<file path="src/rtl/cla_adder_pipe.sv">
// cla_adder_pipe: two-stage pipelined carry-lookahead adder/subtractor with a
// valid/ready stream interface.
//   Stage 1 conditions operands (b' = sub ? ~b : b, c0 = cin ^ sub) and registers
//   the bit terms h/g/p together with per-group generate/propagate.
//   Stage 2 resolves group carry-ins from {Gk, Pk, c0}, ripples inside each group,
//   and registers sum/cout/ovf plus word-level P/G.
// Ports:
//   clk, reset            clock, synchronous active-high reset
//   in_valid/in_ready     operand beat handshake (a, b, cin, sub)
//   out_valid/out_ready   result beat handshake (sum, cout, ovf, P, G)
module cla_adder_pipe #(
  parameter int unsigned WIDTH = 32,
  parameter int unsigned GROUP = 8
) (
  input  logic             clk,
  input  logic             reset,
  input  logic             in_valid,
  output logic             in_ready,
  input  logic [WIDTH-1:0] a,
  input  logic [WIDTH-1:0] b,
  input  logic             cin,
  input  logic             sub,
  output logic             out_valid,
  input  logic             out_ready,
  output logic [WIDTH-1:0] sum,
  output logic             cout,
  output logic             ovf,
  output logic             P,
  output logic             G
);

  localparam int unsigned NG = WIDTH / GROUP;

  if ((WIDTH % GROUP) != 0) begin : g_param_check
    $error("cla_adder_pipe: WIDTH must be a multiple of GROUP");
  end

  // Stage valids and advance conditions
  logic v1;
  logic v2;
  logic adv1;
  logic adv2;

  assign adv2      = ~v2 | out_ready;
  assign adv1      = ~v1 | adv2;
  // Reset forces ready so upstream never sees a stall while the pipe is flushed.
  assign in_ready  = adv1 | reset;
  assign out_valid = v2;

  // Operand conditioning, bit terms and per-group lookahead
  logic [WIDTH-1:0] b_eff;
  logic [WIDTH-1:0] g_in;
  logic [WIDTH-1:0] p_in;
  logic [NG-1:0]    gg_in;
  logic [NG-1:0]    gp_in;

  always_comb begin
    b_eff = sub ? ~b : b;
    g_in  = a & b_eff;
    p_in  = a | b_eff;
    gg_in = '0;
    gp_in = '1;
    for (int unsigned k = 0; k < NG; k++) begin
      for (int unsigned j = 0; j < GROUP; j++) begin
        gg_in[k] = g_in[k*GROUP+j] | (p_in[k*GROUP+j] & gg_in[k]);
        gp_in[k] = gp_in[k] & p_in[k*GROUP+j];
      end
    end
  end

  // Stage 1 registers
  logic [WIDTH-1:0] h_q;
  logic [WIDTH-1:0] g_q;
  logic [WIDTH-1:0] p_q;
  logic             c0_q;
  logic [NG-1:0]    gg_q;
  logic [NG-1:0]    gp_q;

  always_ff @(posedge clk) begin
    if (reset) begin
      v1   <= 1'b0;
      h_q  <= '0;
      g_q  <= '0;
      p_q  <= '0;
      c0_q <= 1'b0;
      gg_q <= '0;
      gp_q <= '0;
    end else if (adv1) begin
      v1   <= in_valid;
      h_q  <= a ^ b_eff;
      g_q  <= g_in;
      p_q  <= p_in;
      c0_q <= cin ^ sub;
      gg_q <= gg_in;
      gp_q <= gp_in;
    end
  end

  // Group carry-ins, in-group carries and word generate (c0 excluded)
  logic [NG:0]    gc;
  logic [WIDTH:0] c;
  logic           gw;

  always_comb begin
    gc    = '0;
    c     = '0;
    gw    = 1'b0;
    gc[0] = c0_q;
    for (int unsigned k = 0; k < NG; k++) begin
      gc[k+1] = gg_q[k] | (gp_q[k] & gc[k]);
      gw      = gg_q[k] | (gp_q[k] & gw);
    end
    for (int unsigned k = 0; k < NG; k++) begin
      c[k*GROUP] = gc[k];
      for (int unsigned j = 0; j + 1 < GROUP; j++) begin
        c[k*GROUP+j+1] = g_q[k*GROUP+j] | (p_q[k*GROUP+j] & c[k*GROUP+j]);
      end
    end
    c[WIDTH] = gc[NG];
  end

  // Stage 2 registers, held while the result is stalled
  always_ff @(posedge clk) begin
    if (reset) begin
      v2   <= 1'b0;
      sum  <= '0;
      cout <= 1'b0;
      ovf  <= 1'b0;
      P    <= 1'b0;
      G    <= 1'b0;
    end else if (adv2) begin
      v2   <= v1;
      sum  <= h_q ^ c[WIDTH-1:0];
      cout <= c[WIDTH];
      ovf  <= c[WIDTH] ^ c[WIDTH-1];
      P    <= &gp_q;
      G    <= gw;
    end
  end

endmodule

</file>
<file path="config.mk">
export PLATFORM = sky130hd
export DESIGN_NAME = cla_adder_pipe
export DESIGN_NICKNAME = d
export VERILOG_FILES = /design/src/rtl/cla_adder_pipe.sv
export SDC_FILE = /design/constraint.sdc
export NUM_CORES = 1
export LEC_CHECK = 0
export CAP_MARGIN = 10
export CORE_UTILIZATION = 40
export CTS_BUF_LIST = sky130_fd_sc_hd__clkbuf_4 sky130_fd_sc_hd__clkbuf_8
export CTS_CLUSTER_DIAMETER = 50
export CTS_CLUSTER_SIZE = 20
export DETAILED_ROUTE_END_ITERATION = 8
export PLACE_DENSITY = 0.7
export SYNTH_ARGS = -nofsm -noshare
export SYNTH_HDL_FRONTEND = slang
export SYNTH_SLANG_ARGS = --single-unit
</file>
<file path="constraint.sdc">
create_clock -name clk -period 5.7 [get_ports clk]
set_input_delay 0.57 -clock clk [delete_from_list [all_inputs] [get_ports clk]]
set_output_delay 0.57 -clock clk [all_outputs]
set_load 0.01 [all_outputs]
</file>
# Word level (Yosys, flattened, before mapping)
# Index checks and enable logic that the tools add are counted.
# word_totals
reg_bits	141
in_bits	70
out_inout_bits	38
elab_cells	181
# classes
muxes	1
bitwise_logic	166
n_reduce_logical	1
# op_table
op	count
1-bit AND	91
1-bit bitwise OR	66
32-bit bitwise XOR	2
32-bit AND	1
32-bit two-way mux	1
32-bit NOT	1
32-bit bitwise OR	1
4-bit AND reduction	1
1-bit NOT	2
1-bit bitwise XOR	2

# Logic depth before layout (Yosys ltp)
# depth
word_depth	21
mapped_depth	11
mapped_depth_nobuf	9

# Worst setup path after synthesis
# Ideal clock, no wire load.
# synth_path
kind	input to register
start	input port sub
end	register gg_q[1]
setup_ps	74
arrival_ps	2363
required_ps	5626
slack_ps	3263
path_stages	11
path_buffers	2
path_cell_list	clkbuf_1 > buf_1 > xor2_1 > inv_1 > ha_1 > nand2b_1 > a21oi_1 > o21bai_1 > a21oi_1 > o21bai_1 > a31oi_1
# synth_via
elab_chain_len	16
elab_cells_between_ends	17
cone_classes	mux (1); bitwise (16)
# synth_rtl
item	line	source
start: declaration	22	input logic sub,
32-bit two-way mux (*)	58	b_eff = sub ? ~b : b;
32-bit bitwise OR / 32-bit AND (equally long branches)	60, 59	
1-bit AND	65	gg_in[k] = g_in[k*GROUP+j] | (p_in[k*GROUP+j] & gg_in[k]);
1-bit bitwise OR	65	
1-bit AND	65	
1-bit bitwise OR	65	
1-bit AND	65	
1-bit bitwise OR	65	
1-bit AND	65	
1-bit bitwise OR	65	
1-bit AND	65	
1-bit bitwise OR	65	
1-bit AND	65	
1-bit bitwise OR	65	
1-bit AND	65	
1-bit bitwise OR (*)	65	
end signal: assignment	94	gg_q <= gg_in;
end: declaration	76	logic [NG-1:0] gg_q;
# Every way passes the cells marked *; elsewhere a longest branch is shown, timed or not.
# A chain may end at the register's enable or synchronous reset.

# Final worst setup path
# layout_path
start	input port out_ready
end	output port in_ready
# layout_via
elab_chain_len	3
# layout_rtl
item	line	source
start: declaration	24	input logic out_ready,
1-bit bitwise OR	44	assign adv2 = ~v2 | out_ready;
1-bit bitwise OR	45	assign adv1 = ~v1 | adv2;
1-bit bitwise OR	47	assign in_ready = adv1 | reset;
end: declaration	18	output logic in_ready,
# Every way passes these cells.

==> impl_metrics.csv <==
group,metric,value,unit
outcome,status,"complete, no violations",
setup_path,r2r_setup_slack,3240,ps
worst_hold_path,hp-class,"flip-flop to flip-flop",
cts,cts_tree,"built",
timing,rsz0062_at_grt,"no",
setup_path,startpoint,"out_ready",
global_routing,use_met3,3.98,%
setup_path,reg2reg_depth,7,
routing,drcViolationCount,0,
cells_and_area,syn_to_final_growth,22.6,%
synth,synth_nets,1020,
synth,synth_top_family_by_area,"compound AO/OA/AOI/OAI gates",
cells_and_area,antennaDiodeCount,0,
synth,ys_types,41,
timing,slew_violations,0,
timing,setup_violations,0,
setup_path,worstReg2RegEnd,"gg_q[2]",
cts,cts_setup_buffers,0,
timing,max_slew_margin,30.9,%
timing,period_share,51.2,%
pwr,combPwrFrac,20.7,%
global_routing,met2_usage,30.6,%
synth,async_flop_share,0,%
setup_path,cp_max_fo,38,
floorplanning,start_util,40.7,%
routing,drtPass1Iterations,5,
place,dp.cells,1176,
floorplanning,num_rows,48,
setup_path,start_kind,"input port",
synth,yosysTopAreaCellShare,38.5,%
synth,syn_inst,886,
timing,max_clock_freq,342,MHz
pwr,seqPwrFrac,47.8,%
cts,clk_pin_slew,70,ps
floorplanning,dieArea,0.0181,mm²
place,hpwl,11.7,mm
global_routing,grtUsageTotal,19.3,%
synth,ys_top_cells_by_area,"dfxtp_1, ha_1, nand2_1",
floorplanning,die_x,135,µm
pwr,pwr-share-clk,31.5,%
setup_path,cp.arrival,2350,ps
pwr,power.switching,643,µW
cts,htreeDepth,4,
place,port_buffers,107,
timing,hold_viol_final,0,
routing,ant_nets,0,
cells_and_area,finalNonFillerCells,1206,
flow_run,maxCapViolations,0,
cts,clockBufferDepth,2,
synth,synth-seq-cells,135,
timing,setup_tns,0,ps
floorplanning,dieHeight,135,µm
setup_path,r2r-start,"out_valid",
synth,synthMuxAreaShare,0.285,%
cts,ctsResizeCount,0,
cts,clock_sinks,135,
synth,yosys_most_used_dff,"dfxtp_1",
setup_path,crit_end,"in_ready",
synth,yosysWarnings,0,
pwr,total_power,2.30,mW
global_routing,grtUsageMet1,26.1,%
setup_path,cp.required,5130,ps
floorplanning,io_pins,108,
synth,netlist_top_cells_count,"nand2_1, dfxtp_1, a21oi_1, inv_1, ha_1",
global_routing,grt_max_degree,79,
cells_and_area,drive_above_1_share,4.59,%
place,dp_slack,2630,ps
routing,routedWlPerCell,13.9,µm
setup_path,path_class,"input port to primary output",
timing,period_needed,2920,ps
cells_and_area,nets,1104,
synth,synth_compound_area_share,17.8,%
floorplanning,coreArea,0.0172,mm²
routing,num_vias,5913,
pwr,p_sw_share,28.0,%
cts,clock_latency,450,ps
cts,cts-root-buf,"clkbuf_8",
pwr,internal_power,1.66,mW
cts,ctsHoldBuffers,0,
place,gp_congestion,0.811,
pwr,p_leak,3.78,nW
cells_and_area,num-fill-cells,1661,
synth,avgSynthCellArea,7.93,µm²
timing,fin_hold_ws,451,ps
timing,worst_pin_slew,1040,ps
routing,via_per_inst,4.90,
routing,drt-total-wl,16.7,mm
pwr,powerDensity,267,mW/mm²
synth,synth_xor_area_share,7.73,%
synth,synth_area,0.00702,mm²
global_routing,antenna_found_initial,0,
synth,synth_most_common_cell,"nand2_1",
routing,drt_iter0_drc,338,
global_routing,top_usage_layer,"met2",
timing,worst_slack,2780,ps
global_routing,grt_overflow,0,
global_routing,grt_pass1_wl,27.6,mm
synth,yosys.area.top_type,"dfxtp_1",
synth,yosysSeqAreaShare,38.5,%
synth,synth_simple_gate_area_share,17.4,%
synth,synth_adder_area_share,11.4,%
global_routing,grt_pass1_vias,5671,
setup_path,end_kind,"primary output",
synth,synth_edf_count,0,
cts,cts_buffers,17,
pwr,peakVddDrop,0.191,mV
timing,worst_clock_skew,8.30,ps
[worst max-delay path, stage by stage]
cell	delay, ps
clkdlybuf4s50_1	460
nor2b_4	120
buf_4	410
and2_2	240
nand2b_1	60
clkdlybuf4s50_1	480
[registers in the layout, summed over array words and instances, names as in the netlist]
register   flops
cout           1
g_q           28
gg_q           4
sum           32
gp_q           4
h_q           32
G              1
ovf            1
P              1
v1             1
out_valid      1
c0_q           1
p_q           28
[layout make-up]
type	instances	area, µm²	share of cell area (%)
repair buffers	113	1110	12.9
inverters	80	300	3.49
well taps	225	282	3.27
flip-flops and latches	135	2700	31.4
clock inverters	3	15.0	0.174
clock buffers	27	347	4.03
multi-input cells	623	3850	44.8
[cell usage in the layout, fill, tap and decap left out, drive strengths merged, types with 2 or more instances in the layout]
master and instances:
o21bai 10, inv 80, nand4 2, a31oi 7, or2 2, a21oi 111
o21a 5, xor2 45, nor4 8, o211ai 7, mux2i 2, clkdlybuf4s50 105
nand2b 9, nor2 56, xnor2 17, a211o 4, dfxtp 135, nand2 173
a211oi 34, o21ai 21, nor2b 2, clkinv 3, a21o 4, ha 64
buf 8, nor3 11, nand3b 13, nand3 6, clkbuf 27
[how the worst min path moves through the flow]
stage | from | endpoint | depth (start not counted)
final | sum[17] | sum[17] | 2
after global routing | g_q[0] | g_q[0] | 2
after CTS | sum[18] | sum[18] | 2
after detailed placement | sum[18] | sum[18] | 2
after global placement | sum[20] | sum[20] | 2
after floorplan | g_q[12] | g_q[12] | 2
[per-layer routing]
metal | vias to the layer above | routed length (µm)
met2 | 130 | 7540
met3 | 23 | 702
met1 | 2667 | 8190
li1 | 3093 | -
met4 | 0 | 304
met5 | - | 0
[kinds of logic after synthesis]
| kind of cell | Yosys count |
|---|---|
| simple gates | 287 |
| compound gates | 208 |
| flops | 135 |
| buf+inv | 128 |
| fa+ha+maj | 64 |
| xor+xnor | 62 |
| mux | 2 |
[per-stage QoR]
step / area (µm²) / utilization, %
after detailed placement: 8250 / 47.9
final: 8610 / 49.9
after global routing: 8610 / 49.9
after floorplan: 7020 / -
after global placement: 8250 / 47.9
after CTS: 8610 / 49.9
[power by group through the flow]
stage / Sequential [mW] / Combinational, mW / Clock [mW]
floorplan: 1.12 / 0.276 / 0
CTS: 1.10 / 0.480 / 0.740
global route: 1.11 / 0.536 / 0.777
detailed placement: 1.12 / 0.475 / 0
global placement: 1.12 / 0.471 / 0
finish: 1.10 / 0.477 / 0.724
(Power assumes the default switching activity.)
